### src/rtl/divider_iterative.sv
// Sequential radix-2 restoring divider for RV32M DIV/DIVU/REM/REMU.
// One quotient bit per cycle on operand magnitudes, sign-corrected when the result is captured.
module divider_iterative #(
    parameter int unsigned XLEN  = 32,
    parameter int unsigned STEPS = 32
) (
    input  logic            clk,
    input  logic            rst,
    input  logic            startE,
    input  logic [1:0]      div_opcode,
    input  logic [XLEN-1:0] operand1,
    input  logic [XLEN-1:0] operand2,
    output logic [XLEN-1:0] result_divide,
    output logic            ready,
    output logic            div_use
);

    localparam int unsigned CW = $clog2(STEPS + 1);

    typedef enum logic [1:0] {
        IDLE,
        CALC,
        DONE
    } state_t;

    state_t          state_q;
    logic            is_rem_q;
    logic            neg_quo_q;
    logic            neg_rem_q;
    logic [XLEN-1:0] quo_q;
    logic [XLEN-1:0] dvs_q;
    logic [XLEN-1:0] rem_q;
    logic [CW-1:0]   cnt_q;
    logic [XLEN-1:0] result_q;
    logic            ready_q;

    logic            signed_op;
    logic            neg_a;
    logic            neg_b;
    logic [XLEN-1:0] abs_a;
    logic [XLEN-1:0] abs_b;
    logic            div_zero;
    logic            overflow;
    logic [XLEN-1:0] special_res;

    logic [XLEN:0]   shifted;
    logic            ge;
    logic [XLEN-1:0] rem_d;
    logic [XLEN-1:0] quo_d;
    logic [XLEN-1:0] final_res;
    logic            last_step;

    // Operand decode at acceptance; the most-negative dividend negates to itself,
    // which is exactly its unsigned magnitude.
    always_comb begin
        signed_op   = ~div_opcode[0];
        neg_a       = signed_op & operand1[XLEN-1];
        neg_b       = signed_op & operand2[XLEN-1];
        abs_a       = neg_a ? ('0 - operand1) : operand1;
        abs_b       = neg_b ? ('0 - operand2) : operand2;
        div_zero    = (operand2 == '0);
        overflow    = signed_op
                    && (operand1 == {1'b1, {(XLEN-1){1'b0}}})
                    && (operand2 == '1);
        special_res = '0;
        if (div_zero) begin
            special_res = div_opcode[1] ? operand1 : '1;
        end else if (overflow) begin
            special_res = div_opcode[1] ? '0 : operand1;
        end
    end

    // One restoring step; the running remainder always stays below the divisor,
    // so the difference fits back into XLEN bits.
    always_comb begin
        shifted   = {rem_q, quo_q[XLEN-1]};
        ge        = (shifted >= {1'b0, dvs_q});
        rem_d     = ge ? (shifted[XLEN-1:0] - dvs_q) : shifted[XLEN-1:0];
        quo_d     = {quo_q[XLEN-2:0], ge};
        last_step = (cnt_q == CW'(STEPS - 1));
        if (is_rem_q) begin
            final_res = neg_rem_q ? ('0 - rem_d) : rem_d;
        end else begin
            final_res = neg_quo_q ? ('0 - quo_d) : quo_d;
        end
    end

    always_ff @(posedge clk) begin
        if (!rst) begin
            state_q   <= IDLE;
            is_rem_q  <= 1'b0;
            neg_quo_q <= 1'b0;
            neg_rem_q <= 1'b0;
            quo_q     <= '0;
            dvs_q     <= '0;
            rem_q     <= '0;
            cnt_q     <= '0;
            result_q  <= '0;
            ready_q   <= 1'b0;
        end else begin
            case (state_q)
                IDLE: begin
                    ready_q <= 1'b0;
                    if (startE) begin
                        is_rem_q  <= div_opcode[1];
                        neg_quo_q <= neg_a ^ neg_b;
                        neg_rem_q <= neg_a;
                        quo_q     <= abs_a;
                        dvs_q     <= abs_b;
                        rem_q     <= '0;
                        cnt_q     <= '0;
                        if (div_zero || overflow) begin
                            result_q <= special_res;
                            ready_q  <= 1'b1;
                            state_q  <= DONE;
                        end else begin
                            state_q  <= CALC;
                        end
                    end
                end
                CALC: begin
                    rem_q <= rem_d;
                    quo_q <= quo_d;
                    cnt_q <= cnt_q + 1'b1;
                    if (last_step) begin
                        result_q <= final_res;
                        ready_q  <= 1'b1;
                        state_q  <= DONE;
                    end
                end
                DONE: begin
                    ready_q <= 1'b0;
                    state_q <= IDLE;
                end
                default: begin
                    ready_q <= 1'b0;
                    state_q <= IDLE;
                end
            endcase
        end
    end

    assign result_divide = result_q;
    assign ready         = ready_q;
    assign div_use       = ((state_q == IDLE) && startE) || (state_q == CALC);

endmodule

### config.mk
export PLATFORM = sky130hd
export DESIGN_NAME = divider_iterative
export DESIGN_NICKNAME = d
export VERILOG_FILES = /design/src/rtl/divider_iterative.sv
export SDC_FILE = /design/constraint.sdc
export NUM_CORES = 1
export LEC_CHECK = 0
export ABC_AREA = 1
export CORE_UTILIZATION = 50
export DETAILED_ROUTE_END_ITERATION = 7
export GPL_ROUTABILITY_DRIVEN = 0
export GPL_TIMING_DRIVEN = 0
export PLACE_DENSITY = 0.72
export SLEW_MARGIN = 10
export SYNTH_ARGS = -nofsm -noshare
export SYNTH_HDL_FRONTEND = slang
export SYNTH_SLANG_ARGS = --single-unit
### constraint.sdc
create_clock -name clk -period 5.6 [get_ports clk]
set_clock_uncertainty 0.15 [all_clocks]
set_input_delay 0.84 -clock clk [delete_from_list [all_inputs] [get_ports clk]]
set_output_delay 0.84 -clock clk [all_outputs]
set_load 0.03 [all_outputs]
==> summary.txt <==
GRT overflow: 0
Fraction of the mapped netlist area in compound gates: 18.4%
Pwr Density: 504 nW/um^2
Setup_tns: 0 ns
Tmin final: 5.24 ns
Maxcap violations: 0
Initial antenna violation count: 1
Die ar.: 25700 sq um
Num rows: 57
Cells after Synth: 2145
Sequential share of the synthesized area: 22.4%
Synth Register Bits: 140
Post-Syn Nets: 2253
Ratio of cells with drive above 1 in the final layout: 7.68%
Die Ht: 160 microns
Clk buf depth: 2
CP peak stage delay: 0.41 ns
Largest net degree at the start of global routing: 17
Synth Area in XOR/XNOR: 3.15%
DRT Wirelength: 45.5 mm
Global-route wire length before repair: 70.0 mm
Final setup fails: 0
CP Launch Type: flop
Syn. warnings: 0
Post-cts sizing count: 0
Detailed-route via count: 14808
Leakage: 6.56 nW
Die width: 160 microns
Post-synth EDFFs: 0
Nets: 2374
Largest family of logic cells by synthesized area: simple AND/OR/NAND/NOR gates
Simple-gate share of the synthesized area: 40.2%
Setup CP Type: reg2reg
Router iterations before antenna repair: 8
GRT Overall Usage: 34.9%
Ant. Diodes: 0
Synth area leader: dfxtp_1
Worst setup EP type: flop
Largest delay share family, worst path: simple AND/OR/NAND/NOR gates
Cell mode on critical path: nand2_1
Ports: 103
# clock sinks: 140
Final slew viol count: 0
Post-CTS setup buffers: 0
Slowest-stage cell, CP: ha_1
Per-cell routed wire length: 17.5 microns
Primary FF master, synth: dfxtp_1
Crit path buf inv count: 5
Worst slew pin tran: 0.925 ns
Via/cell ratio: 5.69
Area grow syn2layout: 16.0%
H-tree Lvls: 4
RSZ-0062 raised after global routing: false
Yosys top cell area share: 22.4%
Port bufs: 102
Critical Path RT: 5.77 ns
Hold Vio Cnt, Final: 0
Synth top area cells: dfxtp_1 22%, nand2_1 19%, a21oi_1 8.0%
Post-synthesis adder-cell area fraction: 3.96%
Outcome: finished clean
Slew HR: 37.9%
# DRC: 0
Root Driver: clkbuf_16
Core Box Area: 24500 sq um
Netlist cell types: 51
VDD IR max: 0.469 mV
Starting Density: 51.2%
TritonCTS clock tree: yes
Worst Path Max Fanout: 10
Final ANT Viol Nets: 0
Post-synthesis mux area share: 0%
Syn avg cell area: 5.84 sq um
F_max: 191 MHz
Clock-pin slew on the worst setup and hold paths: 0.07 ns
Tot Pwr: 7.31 mW
Cell area after synthesis: 12500 sq um
Vias in the first global route: 13202
Worst Hold Class: reg2reg
Hold_buf cts: 0
Hold WS: 0.317 ns
CP arrival: 5.41 ns
Synth async-reset ratio: 0%
Crit share post-route: 93.5%
CTS Buf Count: 17
Worst skew pair latency: 0.43 ns
HPWL after DPL: 36.3 mm
Initial DRC count: 1730
-- registers in the layout, summed over array words and instances, names as in the netlist --
register,flops
quo_q,32
result_divide,32
rem_q,32
cnt_q,6
neg_rem_q,1
neg_quo_q,1
state_q,2
is_rem_q,1
ready,1
dvs_q,32
-- path summary, 6_finish.rpt --
path / startpoint / to / slack, ns / cells past startpoint
min reg2reg: result_divide[18] / result_divide[18] / 0.32 / 2
max reg2reg: dvs_q[23] / result_divide[26] / 0.36 / 29
max: dvs_q[23] / result_divide[26] / 0.36 / 29
min: result_divide[18] / result_divide[18] / 0.32 / 2
-- through the flow --
stage                     cell area, sq um  setup WS [ns]  std cells  util (%)
final                                14500          0.361       2603      59.3
after global routing                 14500         0.0199       2603      59.3
after CTS                            14500          0.615       2603      59.3
after detailed placement             13900          0.654       2571      57.0
after global placement               13900          0.728       2571      57.0
after floorplan                      12500           1.73       2145         -
-- worst min-delay path, delay by kind of cell, from the launching register on --
kind | cells | cell delay (ns)
compound gates | 1 | 0.05
flops | 1 | 0.31
simple gates | 1 | 0.06
-- power by group --
group          leakage [nW]  switching [mW]  total [mW]  internal (mW)
logic                  5.15            3.40        4.99           1.59
clock network         0.269           0.485        1.13          0.643
registers              1.14          0.0981        1.19           1.09
-- routing by layer --
| metal | vias up | GRT usage [%] | routed length [microns] |
|---|---|---|---|
| met4 | 2 | 12.1 | 1320 |
| met3 | 102 | 8.94 | 5420 |
| met1 | 6690 | 47.8 | 19500 |
| li1 | 7212 | - | - |
| met2 | 802 | 52.7 | 19200 |
| met5 | - | 0 | 13 |
-- area by class of cell --
cell class	instances	area (sq um)
clock buffers	22	464
repair buffers	102	1020
inverters	278	1040
multi-input cells	1640	8230
flip-flops and latches	140	2800
clock inverters	10	108
well taps	324	405
plain buffers	87	442
fillers	2464	9950
-- layout by cell type, fill, tap and decap left out, types with 11 or more instances in the layout --
master,Yosys,routed
nand2_1,632,632
inv_1,263,263
a21oi_1,199,199
nor2_1,171,171
nand3_1,141,141
dfxtp_1,140,140
o21ai_0,126,126
clkdlybuf4s50_1,0,102
clkbuf_1,55,58
nand4_1,38,38
ha_1,38,38
nand2_2,37,37
a31oi_1,36,36
xor2_1,35,35
nor3_1,31,31
nor2_2,21,21
clkbuf_16,0,17
o211ai_1,16,16
inv_2,13,13
nand3_2,11,11
nor2_4,11,11
-- cells in the mapped netlist, types with 13 or more instances --
master,count
clkbuf_1,55
nand3_1,141
nor2_1,171
a31oi_1,36
inv_2,13
o211ai_1,16
dfxtp_1,140
ha_1,38
nor2_2,21
nor3_1,31
inv_1,263
nand4_1,38
xor2_1,35
nand2_1,632
o21ai_0,126
a21oi_1,199
nand2_2,37
-- cell families (layout without fill, tap and decap cells) --
family                     Yosys count  in the layout
buffers and inverters              365            499
adders and majority gates           39             39
DFF                                140            140
AOI/OAI and AO/OA                  420            420
and+or+nand+nor                   1136           1136
xor gates and xnor gates            45             45
No activity file was read; power rests on OpenSTA's default activity.
